===== config.mk =====
export PLATFORM = sky130hd
export DESIGN_NAME = instr_fetch
export DESIGN_NICKNAME = d
export VERILOG_FILES = /design/src/rtl/instr_fetch.sv
export SDC_FILE = /design/constraint.sdc
export NUM_CORES = 1
export LEC_CHECK = 0
export CORE_AREA = 3 3 129 131
export CTS_BUF_LIST = sky130_fd_sc_hd__clkbuf_16
export DETAILED_ROUTE_END_ITERATION = 16
export DIE_AREA = 0 0 132 134
export PLACE_DENSITY = 0.75
export SYNTH_ARGS = -nofsm -noshare
export SYNTH_HDL_FRONTEND = slang
export SYNTH_SLANG_ARGS = --single-unit

===== constraint.sdc =====
create_clock -name clk -period 3.25 [get_ports clk]
set_clock_uncertainty 0.05 [all_clocks]
set_input_delay 0.65 -clock clk [delete_from_list [all_inputs] [get_ports clk]]
set_output_delay 0.65 -clock clk [all_outputs]
set_load 0.05 [all_outputs]

===== src/rtl/instr_fetch.sv =====
// Instruction-fetch stage: owns the PC, fetches one word per request/ack
// handshake, hands instr/pc_out/done_out to decode and applies its redirect.
module instr_fetch #(
  parameter logic [31:0] RESET_PC    = 32'h0000_0000,
  parameter int unsigned ACK_TIMEOUT = 255
) (
  input  logic        clk,
  input  logic        rst,
  output logic        imem_req,
  output logic [31:0] imem_addr,
  input  logic        imem_ack,
  input  logic [31:0] imem_rdata,
  input  logic        stall,
  input  logic        redirect,
  input  logic [31:0] redirect_pc,
  output logic [31:0] instr,
  output logic [31:0] pc_out,
  output logic        done_out,
  output logic [31:0] fetch_count,
  output logic        err,
  output logic [1:0]  dbg_state
);

  typedef enum logic [1:0] {
    S_IDLE    = 2'd0,
    S_REQ     = 2'd1,
    S_RESOLVE = 2'd2,
    S_ERR     = 2'd3
  } state_e;

  localparam logic [31:0] RESET_PC_ALIGNED = RESET_PC & ~32'h3;
  // Value the wait counter holds during the last tolerated un-acked cycle.
  localparam logic [15:0] TIMEOUT_LAST     = 16'(ACK_TIMEOUT - 1);

  state_e      state_q, state_d;
  logic [31:0] pc_q, pc_d;
  logic [15:0] wait_q, wait_d;
  logic [31:0] instr_q, instr_d;
  logic [31:0] pc_out_q, pc_out_d;
  logic        done_q, done_d;
  logic [31:0] count_q, count_d;

  always_ff @(posedge clk or negedge rst) begin
    if (!rst) begin
      state_q  <= S_IDLE;
      pc_q     <= RESET_PC_ALIGNED;
      wait_q   <= 16'd0;
      instr_q  <= 32'd0;
      pc_out_q <= 32'd0;
      done_q   <= 1'b0;
      count_q  <= 32'd0;
    end else begin
      state_q  <= state_d;
      pc_q     <= pc_d;
      wait_q   <= wait_d;
      instr_q  <= instr_d;
      pc_out_q <= pc_out_d;
      done_q   <= done_d;
      count_q  <= count_d;
    end
  end

  // Handshake: imem_req is held high with imem_addr stable until an edge
  // sees imem_ack=1; that edge transfers imem_rdata and drops the request.
  always_comb begin
    state_d  = state_q;
    pc_d     = pc_q;
    wait_d   = wait_q;
    instr_d  = instr_q;
    pc_out_d = pc_out_q;
    done_d   = 1'b0;
    count_d  = count_q;
    case (state_q)
      S_IDLE: state_d = S_REQ;
      S_REQ: begin
        if (imem_ack) begin
          instr_d  = imem_rdata;
          pc_out_d = pc_q + 32'd4;
          pc_d     = pc_q + 32'd4;
          done_d   = 1'b1;
          count_d  = count_q + 32'd1;
          wait_d   = 16'd0;
          state_d  = S_RESOLVE;
        end else if (wait_q == TIMEOUT_LAST) begin
          wait_d  = 16'd0;
          state_d = S_ERR;
        end else begin
          wait_d = wait_q + 16'd1;
        end
      end
      S_RESOLVE: begin
        // Redirect only counts on the edge that leaves RESOLVE.
        if (!stall) begin
          state_d = S_REQ;
          if (redirect) pc_d = redirect_pc & ~32'h3;
        end
      end
      S_ERR:   state_d = S_ERR;
      default: state_d = S_IDLE;
    endcase
  end

  assign imem_req    = (state_q == S_REQ);
  assign imem_addr   = pc_q;
  assign instr       = instr_q;
  assign pc_out      = pc_out_q;
  assign done_out    = done_q;
  assign fetch_count = count_q;
  assign err         = (state_q == S_ERR);
  assign dbg_state   = state_q;

endmodule


# Word level (Yosys, flattened, before mapping)
# Index checks and enable logic that the tools add are counted.
# Widths: inputs -> output; s select.
[totals]
word_cells = 35
in_bits = 69
ff_bits = 147
output_inout_bits = 133
[op_classes]
n_reduce_logical = 5
n_eq_ne = 8
addsub = 3
mux = 12
[op_table]
columns = ["op", "count"]
rows = [
  ["$mux 32", 3],
  ["$pmux 32 s2", 1],
  ["$add 32x1->32 const B", 1],
  ["$add 32x3->32 const B", 1],
  ["$mux 16", 2],
  ["$add 16x1->16 const B", 1],
  ["$eq 16x8->1 const B", 1],
  ["$pmux 2 s4", 1],
  ["$mux 2", 3],
  ["$eq 2x2->1 const B", 2],
  ["$ne 2x2->1 const B", 2],
  ["$reduce_and 2->1", 2],
  ["$reduce_and 4->1", 1],
  ["$ne 3x1->1 const B", 1],
  ["$eq 2x1->1 const B", 1],
  ["$logic_not 2->1", 1],
  ["$mux 1", 2],
  ["$ne 2x1->1 const B", 1],
  ["$reduce_bool 2->1", 1],
]

# Longest topological paths before layout
# Gate-level depths: netlist of run 1.
[logic_depth]
depth_word = 4
depth_mapped = 9
ltp_nobuf = 7

# Least setup slack after synthesis of run 1
# No wires, ideal clock.
[synth_path]
kind = "reg-to-reg"
start = "reg pc_q[2] (netlist: imem_addr[2])"
end = "reg pc_out_q[30] (netlist: pc_out[30])"
arrival_time_ns = 2.594
path_buffers = 2
synth_period_minus_slack_ns = 2.779
slack_ns = 0.471
path_stages_with_launch = 9
setup_ns = 0.135
required_ns = 3.065
cell_sequence = "dfrtp_1 -> ha_1 -> clkbuf_1 -> inv_1 -> or4_2 -> clkbuf_1 -> nor4_1 -> xnor2_1 -> o21ai_0"
[synth_between]
elab_chain_cells = 1
[synth_rtl]
columns = ["item", "line", "source"]
rows = [
  ["start: declaration", "36", "logic [31:0] pc_q, pc_d;"],
  ["start signal: assignment", "54", "pc_q <= pc_d;"],
  ["$add 32x3->32", "78", "pc_out_d = pc_q + 32'd4;"],
  ["end signal: assignment", "57", "pc_out_q <= pc_out_d;"],
  ["end: declaration", "39", "logic [31:0] pc_out_q, pc_out_d;"],
]
# No other way between the ends.
# A chain may end at the register's enable or synchronous reset.

# Worst setup path after layout of run 1
[layout_path]
start = "reg state_q[1] (netlist: dbg_state[1])"
end = "out imem_req"
[layout_between]
elab_chain_cells = 1
[layout_rtl]
columns = ["item", "line", "source"]
rows = [
  ["start: declaration", "35", "state_e state_q, state_d;"],
  ["start signal: assignment", "53", "state_q <= state_d;"],
  ["$eq 2x1->1", "103", "assign imem_req = (state_q == S_REQ);"],
  ["end: declaration", "9", "output logic imem_req,"],
]
# No other way between the ends.

==> run_results.csv, run 1 <==
group,metric,value,unit
clock_tree,cts_root_buf,"clkbuf_16",
sta,min_period_over_period,0.821,
synthesis,ys_seq_area_frac,0.524,
power_and_ir_drop,swShare,0.464,
synthesis,synthCells,736,
global_route,grt_pass1_vias,5872,
sta,rsz0062_at_grt,"false",
sta,slew_headroom,0.358,
hold_path,holdCritPathClass,"input port to asynchronous set/reset pin",
sta,tightest_slew,0.961,ns
final_layout,multi_input_area,3030,um2
routing,drt_pass1_iterations,5,
synthesis,syn-mean-instance-area,9.28,um2
power_and_ir_drop,leakage,4.18,nW
job,timing.max_cap.violations,0,
routing,ant_nets,0,
final_layout,syn2layout_area_growth,40.1,%
sta,fin_setup_tns,0,ns
final_layout,diodes,0,
power_and_ir_drop,p_sw,4.28,mW
synthesis,synth-main-ff-cell,"dfrtp_1",
floorplan,row_count,46,
worst_setup_path,crit_path_end_kind,"output pin",
worst_setup_path,rrSetupSlack,0.60,ns
placement,placed_area,9030,um2
worst_setup_path,start_kind,"flip-flop",
synthesis,synth_cell_types,61,
routing,wire_per_inst,16.0,um
floorplan,core-area,15700,um2
routing,routed_wl,18500,um
global_route,grt_usage,0.211,
final_layout,drive_gt1_frac,0.0616,
worst_setup_path,r2r-start,"imem_addr[3]",
synthesis,syn_area,6830,um2
sta,drv_slew,0,
floorplan,die_w,132,um
routing,route.detailed.drc,0,
power_and_ir_drop,p_comb_frac,0.494,
clock_tree,cts_max_level,4,
synthesis,yosys_warnings,0,
clock_tree,clkTransAtPathRegs,0.06,ns
clock_tree,post_cts_buffers,0,
power_and_ir_drop,ir_worst_vdd,0.000524,V
synthesis,synth_seq_cells,143,
placement,portBuffers,195,
clock_tree,postCtsHoldBufs,0,
clock_tree,clkLatencyLatePin,0.42,ns
routing,viasPerCell,5.27,
power_and_ir_drop,power_density,963,nW/um2
final_layout,finalInstanceArea,9570,um2
global_route,antenna_found_initial,0,
clock_tree,cts_buffer_depth,2,
sta,setup_viol,0,
worst_setup_path,cp_max_fo,8,
synthesis,async_reset_ff_frac,1.00,
floorplan,initial_core_util,0.435,
global_route,grt_pass1_wl,30400,um
power_and_ir_drop,power.clock.fraction,0.196,
power_and_ir_drop,power.internal,4.93,mW
power_and_ir_drop,pwr-share-seq,0.310,
worst_setup_path,reg2reg_depth,6,
final_layout,nFillCells,1359,
clock_tree,numCtsBuffers,17,
floorplan,die_area,17700,um2
final_layout,final_nets,1002,
worst_setup_path,critical_path_arrival,1.97,ns
sta,fin_crit,2.67,ns
final_layout,regArea,3580,um2
status,status,"completed",
placement,gp_congestion,0.826,
clock_tree,numClockSinks,143,
placement,hpwl,13000,um
floorplan,die_h,134,um
clock_tree,cts_tree,"done",
floorplan,pin_count,202,
clock_tree,post_cts_resized,0,
worst_setup_path,rr_endpoint,"pc_out[24]",
worst_setup_path,crit_type,"flip-flop to output pin",
sta,max_freq,0.375,GHz
global_route,grt.overflow.total,0,
routing,vias,6102,
routing,first_iter_violations,345,
synthesis,synth_edf_count,0,
sta,final-hold-violation-count,0,
worst_setup_path,critPathRequiredTime,2.55,ns
global_route,grt_max_degree,71,
[cell families (layout without fill, tap and decap cells)]
logic type / count (synthesis) / count (layout) / synth area share
AOI/OAI and AO/OA: 124 / 124 / 0.114
xor gates and xnor gates: 58 / 58 / 0.0744
adders and majority gates: 4 / 4 / 0.00733
buffers and inverters: 52 / 254 / 0.0343
DFF: 143 / 143 / 0.524
muxes: 2 / 2 / 0.00311
other: 1 / 4 / 0.000549
and+or+nand+nor: 352 / 352 / 0.242
[cells in the final DEF (no fill, tap or decap), drive strengths merged, types with 4 or more instances in the layout]
cell type      Yosys  routed
o22ai              6       6
and3              12      12
clkbuf            33      17
nand3             48      48
xor2              25      25
ha                 4       4
o311ai             5       5
dfrtp            143     143
or4                8       8
a22oi              8       8
o21ai             41      41
inv                7      12
buf               11      21
nand3b             5       5
o211ai             4       4
a21o               4       4
a31oi             13      13
clkdlybuf4s50      0     194
and2               4       4
or3               10      10
nor4               7       7
clkinv             1       8
a21oi             23      23
nand4             11      11
and4               4       4
conb               1       4
xnor2             33      33
nor2              29      29
nor3              14      14
nand2            190     190
[final cells by class]
type	instances	area share
inverter	8	0.00314
tap	216	0.0283
sequential	143	0.374
multi-input combinational	544	0.317
clock buffer	17	0.0445
clock inverter	14	0.0118
timing repair buffer	215	0.221
[synthesized netlist by cell type, types with 3 or more instances]
cell type | number | area (um2)
o211ai_1 | 4 | 30.0
a22o_1 | 3 | 26.3
or4_1 | 6 | 45.0
xnor2_1 | 33 | 289
and3_1 | 11 | 68.8
clkbuf_1 | 31 | 116
nor2_1 | 29 | 109
and2_1 | 3 | 18.8
a31oi_1 | 13 | 81.3
nand4_1 | 10 | 62.6
nor3_1 | 14 | 70.1
inv_1 | 7 | 26.3
and4_1 | 3 | 26.3
ha_1 | 4 | 50.1
nand2_1 | 190 | 713
nor4_1 | 6 | 37.5
xor2_1 | 25 | 219
a2bb2oi_1 | 3 | 26.3
dfrtp_1 | 143 | 3580
a21o_1 | 4 | 30.0
o22ai_1 | 6 | 37.5
a21oi_1 | 23 | 115
o22a_1 | 3 | 26.3
nand3b_1 | 5 | 37.5
or3_1 | 9 | 56.3
nand3_1 | 47 | 235
a22oi_1 | 8 | 60.1
buf_2 | 4 | 20.0
nand2b_1 | 3 | 18.8
o311ai_0 | 5 | 43.8
o21ai_0 | 41 | 205
buf_4 | 6 | 45.0
[through the flow]
step / power (mW) / cells / hold slack (ns) / util / setup slack (ns)
after floorplan: 5.82 / 739 / 0.304 / - / 0.471
after global placement: 7.37 / 1126 / 0.406 / 0.575 / 0.395
after detailed placement: 7.45 / 1126 / 0.411 / 0.575 / 0.369
after CTS: 9.29 / 1157 / 0.0844 / 0.609 / 0.562
after global routing: 9.70 / 1157 / 0.102 / 0.609 / 0.411
final: 9.21 / 1157 / 0.0822 / 0.609 / 0.582
[worst max-delay path, cell delays in order, from the launching register on]
cell,delay (ns)
dfrtp_1,0.47
nand2b_1,0.20
clkinv_1,0.08
clkdlybuf4s50_1,0.80
[state kept, by name (all words and copies together), names as in the netlist]
register,flops
fetch_count,32
instr,32
imem_addr,30
pc_out,30
wait_q,16
dbg_state,2
done_out,1
[worst max-delay path by stage]
stage | startpoint | to | slack [ns] | depth (start not counted)
global placement | imem_ack | fetch_count[31] | 0.39 | 7
finish | dbg_state[1] | imem_req | 0.58 | 3
CTS | dbg_state[1] | imem_req | 0.56 | 3
global route | imem_addr[3] | pc_out[30] | 0.41 | 6
floorplan | imem_addr[2] | pc_out[30] | 0.47 | 8
detailed placement | imem_ack | fetch_count[30] | 0.37 | 6
[metal layers]
metal / wire, um / vias up / track usage / share of wire
met1: 8200 / 2931 / 0.282 / 0.44
met3: 1030 / 40 / 0.0491 / 0.056
met2: 8760 / 196 / 0.336 / 0.47
met4: 496 / 0 / 0.0782 / 0.027
li1: - / 2935 / - / -
met5: 0 / - / 0 / 0
[power groups by stage]
stage / Clock, mW / Combinational (mW) / Sequential (mW)
after floorplan: 0 / 1.21 / 4.61
after global placement: 0 / 4.51 / 2.86
after detailed placement: 0 / 4.57 / 2.87
after CTS: 1.84 / 4.59 / 2.85
after global routing: 1.92 / 4.83 / 2.95
final: 1.81 / 4.55 / 2.85
No activity file was read; power rests on OpenSTA's default activity.
==> inputs of run 2 (changes only) <==
==> constraint.sdc (replaced) <==
create_clock -name clk -period 2.6 [get_ports clk]
set_clock_uncertainty 0.05 [all_clocks]
set_input_delay 0.52 -clock clk [delete_from_list [all_inputs] [get_ports clk]]
set_output_delay 0.52 -clock clk [all_outputs]
set_load 0.05 [all_outputs]
==> run 2 against run 1 <==
Sequential cell count is the same. Die area is the same. Global-route usage grew 0.16 points. Non-clock buffer count grew 15. Largest power group unchanged. Combinational power grew 29%. Cell area grew 2.3%. Clock-buffer cell count is the same. Utilization grew 1.4 points. Via count grew 0.16%.
==> run_results.csv, run 2 (synthesis results as in run 1) <==
group,metric,value,unit
final_layout,drive_gt1_frac,0.0940,
clock_tree,numClockSinks,143,
worst_setup_path,cp_slowest_cell,"clkdlybuf4s50_1",
worst_setup_path,start_kind,"flip-flop",
sta,tightest_slew,0.601,ns
clock_tree,post_cts_resized,0,
hold_path,holdCritPathClass,"input port to asynchronous set/reset pin",
worst_setup_path,reg2reg_depth,6,
final_layout,syn2layout_area_growth,43.2,%
worst_setup_path,r2r-start,"imem_addr[2]",
global_route,antenna_found_initial,0,
placement,gp_congestion,0.836,
routing,wire_per_inst,16.0,um
global_route,grt_pass1_vias,5988,
status,status,"completed",
worst_setup_path,critical_path_arrival,1.91,ns
worst_setup_path,path_delay_family,"buffers and inverters",
routing,viasPerCell,5.21,
clock_tree,numCtsBuffers,17,
worst_setup_path,cp_max_fo,9,
power_and_ir_drop,leakage,4.26,nW
clock_tree,cts_max_level,4,
placement,hpwl,13200,um
floorplan,die_h,134,um
clock_tree,clkTransAtPathRegs,0.06,ns
job,timing.max_cap.violations,0,
floorplan,pin_count,202,
routing,routed_wl,18700,um
clock_tree,post_cts_buffers,0,
final_layout,multi_input_area,3040,um2
floorplan,row_count,46,
worst_setup_path,crit_path_end_kind,"output pin",
floorplan,die_area,17700,um2
clock_tree,cts_tree,"done",
final_layout,mostFrequentLayoutCell,"clkdlybuf4s50_1",
worst_setup_path,rr_endpoint,"pc_out[30]",
sta,max_freq,0.404,GHz
global_route,grt_max_degree,63,
routing,route.detailed.drc,0,
worst_setup_path,critPathMaxStageDelay,0.80,ns
floorplan,die_w,132,um
sta,final-hold-violation-count,0,
placement,portBuffers,195,
final_layout,final_cell_mix,"clkdlybuf4s50_1 (193), nand2_1 (190), dfrtp_1 (131), nand3_1 (47), o21ai_0 (41)",
final_layout,regArea,3590,um2
sta,fin_setup_tns,0,ns
sta,slew_headroom,0.596,
worst_setup_path,rrSetupSlack,0.16,ns
floorplan,initial_core_util,0.435,
clock_tree,cts_root_buf,"clkbuf_16",
clock_tree,clkLatencyLatePin,0.42,ns
worst_setup_path,critPathRequiredTime,2.03,ns
sta,fin_crit,2.48,ns
worst_setup_path,crit_type,"flip-flop to output pin",
power_and_ir_drop,power,11.9,mW
clock_tree,postCtsHoldBufs,0,
final_layout,nFillCells,1337,
worst_setup_path,crit_buf_inv,1,
placement,dpl_worst_slack,0.0121,ns
sta,fin_ws,0.122,ns
routing,drt_pass1_iterations,5,
sta,setup_viol,0,
power_and_ir_drop,power_density,1220,nW/um2
routing,ant_nets,0,
final_layout,stdcell_count,1173,
clock_tree,cts_buffer_depth,2,
power_and_ir_drop,ir_worst_vdd,0.000614,V
final_layout,diodes,0,
sta,drv_slew,0,
sta,hold_slack,0.0471,ns
sta,min_period_over_period,0.953,
final_layout,final_nets,1017,
routing,vias,6112,
placement,placed_cells_incl_taps,1141,
global_route,grt_pass1_wl,30700,um
routing,first_iter_violations,460,
sta,rsz0062_at_grt,"false",
worst_setup_path,cp_cell_sequence,"and2_1, clkdlybuf4s50_1",
floorplan,core-area,15700,um2
global_route,grt.overflow.total,0,
global_route,grt_usage,0.212,
==> run 2: cell types whose count changed in the layout (fill, tap and decap cells not counted), sizes merged <==
cell           previous run  this run
bufinv                    2         4
clkdlybuf4s50           194       193
buf                      21        37
inv                      12        10
clkinvlp                  0         1
==> run 2: worst register-to-register path, delay by kind of cell, from the launching register on <==
| kind | cells | cell delay (ns) |
|---|---|---|
| buffers and inverters | 1 | 0.08 |
| flip-flops | 1 | 0.45 |
| XOR/XNOR | 1 | 0.16 |
| AND/OR/NAND/NOR | 2 | 1.29 |
| AO/OA/AOI/OAI | 1 | 0.08 |
| adder cells (fa/ha/maj) | 1 | 0.20 |
==> run 2: area by class of cell <==
type                       count  share of cell area
clock buffer                  17              0.0435
clock inverter                15              0.0180
inverter                       8             0.00307
multi-input combinational    544               0.310
sequential                   143               0.367
tap                          216              0.0276
timing repair buffer         230               0.230
==> run 2: worst max path at each step <==
stage	start	to	slack, ns	cells after the start
2_1_floorplan	imem_addr[2]	pc_out[30]	0.009	8
5_1_grt	dbg_state[0]	err	0.05	2
3_3_place_gp	imem_ack	fetch_count[26]	0.06	6
4_1_cts	dbg_state[0]	err	0.09	2
3_5_place_dp	imem_ack	fetch_count[30]	0.01	6
6_report	dbg_state[0]	err	0.12	2
==> run 2: power breakdown <==
group          switching (mW)  internal, mW  leakage [nW]
combinational            3.88          1.98          2.17
sequential              0.598          2.93          1.78
clock                   0.941          1.58         0.304
==> run 2: metal layers <==
metal | routed length (um) | GRT usage | vias up
li1 | - | - | 2960
met1 | 8500 | 0.292 | 2932
met2 | 8890 | 0.340 | 197
met3 | 1030 | 0.0465 | 23
met4 | 286 | 0.0630 | 0
met5 | 0 | 0 | -
==> run 2: per-stage QoR <==
| step | utilization | cell area [um2] |
|---|---|---|
| 2_1_floorplan | - | 6860 |
| 3_3_place_gp | 0.584 | 9180 |
| 3_5_place_dp | 0.584 | 9180 |
| 4_1_cts | 0.623 | 9780 |
| 5_1_grt | 0.623 | 9780 |
| 6_report | 0.623 | 9780 |
==> inputs of run 3 (changes only) <==
--- a/config.mk
+++ b/config.mk
@@ -5,10 +5,10 @@
 export SDC_FILE = /design/constraint.sdc
 export NUM_CORES = 1
 export LEC_CHECK = 0
-export CORE_AREA = 3 3 129 131
+export CORE_AREA = 3 3 153 111
 export CTS_BUF_LIST = sky130_fd_sc_hd__clkbuf_16
 export DETAILED_ROUTE_END_ITERATION = 16
-export DIE_AREA = 0 0 132 134
+export DIE_AREA = 0 0 156 114
 export PLACE_DENSITY = 0.75
 export SYNTH_ARGS = -nofsm -noshare
 export SYNTH_HDL_FRONTEND = slang
==> run 3 against run 2 <==
First-iteration DRC count is 21% lower. Sequential power hardly changed. Cell area is 0.98% lower. Sequential cell count stayed put. Worst hold slack better by 0.37 ns. Setup slack better by 0.046 ns. Utilization is 0.43 points higher.
==> run_results.csv, run 3 (synthesis results as in run 1) <==
group,metric,value,unit
sta,final-hold-violation-count,0,
global_route,grt_usage,0.219,
final_layout,mostFrequentLayoutCell,"clkdlybuf4s50_1",
worst_setup_path,rrSetupSlack,0.21,ns
power_and_ir_drop,ir_worst_vdd,0.000844,V
global_route,grt.overflow.total,0,
worst_setup_path,critPathRequiredTime,2.03,ns
worst_setup_path,reg2reg_depth,5,
sta,slew_headroom,0.619,
power_and_ir_drop,leakage,4.21,nW
sta,setup_viol,0,
global_route,globalRouteMet3Util,0.0766,
routing,ant_nets,0,
sta,drv_slew,0,
routing,route.detailed.drc,0,
floorplan,row_count,38,
sta,max_freq,0.411,GHz
final_layout,nFillCells,1289,
placement,gp_congestion,0.831,
worst_setup_path,r2r-start,"imem_addr[10]",
clock_tree,post_cts_buffers,0,
routing,routed_wl,19200,um
routing,vias,6131,
clock_tree,cts_root_buf,"clkbuf_16",
worst_setup_path,critical_path_arrival,1.86,ns
power_and_ir_drop,power_density,1210,nW/um2
sta,fin_setup_tns,0,ns
placement,hpwl,13700,um
clock_tree,numClockSinks,143,
clock_tree,cts_tree,"done",
global_route,top_usage_layer,"met2",
worst_setup_path,start_kind,"flip-flop",
sta,fin_crit,2.43,ns
floorplan,die_w,156,um
global_route,grt_max_degree,75,
routing,wire_per_inst,16.6,um
status,status,"completed",
job,timing.max_cap.violations,0,
sta,fin_ws,0.168,ns
floorplan,die_h,114,um
placement,placed_area,9130,um2
clock_tree,clkTransAtPathRegs,0.06,ns
sta,tightest_slew,0.570,ns
clock_tree,cts_buffer_depth,2,
routing,first_iter_violations,363,
floorplan,initial_core_util,0.442,
hold_path,hold_start,"instr[29]",
global_route,antenna_found_initial,1,
placement,portBuffers,195,
final_layout,final_cell_mix,"clkdlybuf4s50_1 (193), nand2_1 (190), dfrtp_1 (131), nand3_1 (47), o21ai_0 (41)",
worst_setup_path,cp_max_fo,9,
final_layout,finalInstanceArea,9690,um2
clock_tree,clkLatencyLatePin,0.42,ns
global_route,gr-usage-met2,0.317,
clock_tree,numCtsBuffers,17,
routing,drt_pass1_iterations,5,
floorplan,core-area,15500,um2
global_route,grt_use_met1,0.303,
clock_tree,post_cts_resized,0,
global_route,grt_pass1_wl,30800,um
routing,viasPerCell,5.31,
hold_path,holdCritPathClass,"flip-flop to flip-flop",
clock_tree,cts_max_level,4,
final_layout,stdcell_count,1154,
hold_path,hold_end,"instr[29]",
sta,min_period_over_period,0.935,
worst_setup_path,crit_type,"flip-flop to output pin",
floorplan,pin_count,202,
final_layout,drive_gt1_frac,0.0902,
floorplan,die_area,17800,um2
final_layout,syn2layout_area_growth,41.8,%
worst_setup_path,rr_endpoint,"imem_addr[31]",
global_route,grt_pass1_vias,5859,
sta,rsz0062_at_grt,"false",
placement,dpl_worst_slack,0.132,ns
hold_path,hold_depth,2,
placement,placed_cells_incl_taps,1120,
final_layout,final_nets,1013,
worst_setup_path,crit_path_end_kind,"output pin",
==> run 3: cell count changes in the layout (fill, tap and decap cells not counted), moves of 3 or more <==
cell	before	now
clkinv_2	5	2
bufinv_16	4	1
clkinv_4	0	4
buf_4	33	28
==> run 3: metrics by stage <==
stage / power (mW) / hold WS [ns] / util
5_1_grt: 12.3 / 0.454 / 0.627
3_3_place_gp: 9.36 / 0.406 / 0.591
2_1_floorplan: 7.30 / 0.174 / -
6_report: 11.7 / 0.420 / 0.627
3_5_place_dp: 9.45 / 0.412 / 0.591
4_1_cts: 11.8 / 0.425 / 0.627
==> run 3: worst max path at each step <==
stage / startpoint / endpoint / slack [ns]
3_5_place_dp: imem_ack / fetch_count[30] / 0.13
5_1_grt: imem_addr[2] / pc_out[28] / 0.07
4_1_cts: dbg_state[0] / err / 0.12
3_3_place_gp: imem_ack / fetch_count[26] / 0.14
6_report: dbg_state[0] / err / 0.17
2_1_floorplan: imem_addr[2] / pc_out[30] / 0.009
==> run 3: critical path, stage by stage, from the launching register on <==
cell	delay, ns
dfrtp_1	0.48
and2_1	0.17
clkdlybuf4s50_1	0.79
==> run 3: metal layers <==
layer / up-vias / wire length, um
met2: 220 / 8320
met1: 2917 / 8960
met5: - / 0
li1: 2961 / -
met4: 0 / 361
met3: 33 / 1560
==> run 3: what timing repair did <==
item,4_1_cts,5_1_grt
hold buffers,1,0
setup endpoints to repair,0,0
endpoints found under the hold margin,40,0
==> run 3: layout make-up <==
cell class	count	area, um2	share of cell area
well taps	200	250	0.0258
clock inverters	15	123	0.0127
clock buffers	17	425	0.0439
inverters	8	30.0	0.00310
repair buffers	226	2220	0.230
multi-input cells	544	3040	0.314
diodes	1	2.50	0.000258
flip-flops and latches	143	3590	0.371
==> run 3: power by group <==
part | total [mW] | switching [mW] | internal, mW
registers | 3.55 | 0.625 | 2.93
logic | 5.85 | 3.90 | 1.94
clock network | 2.28 | 0.971 | 1.31
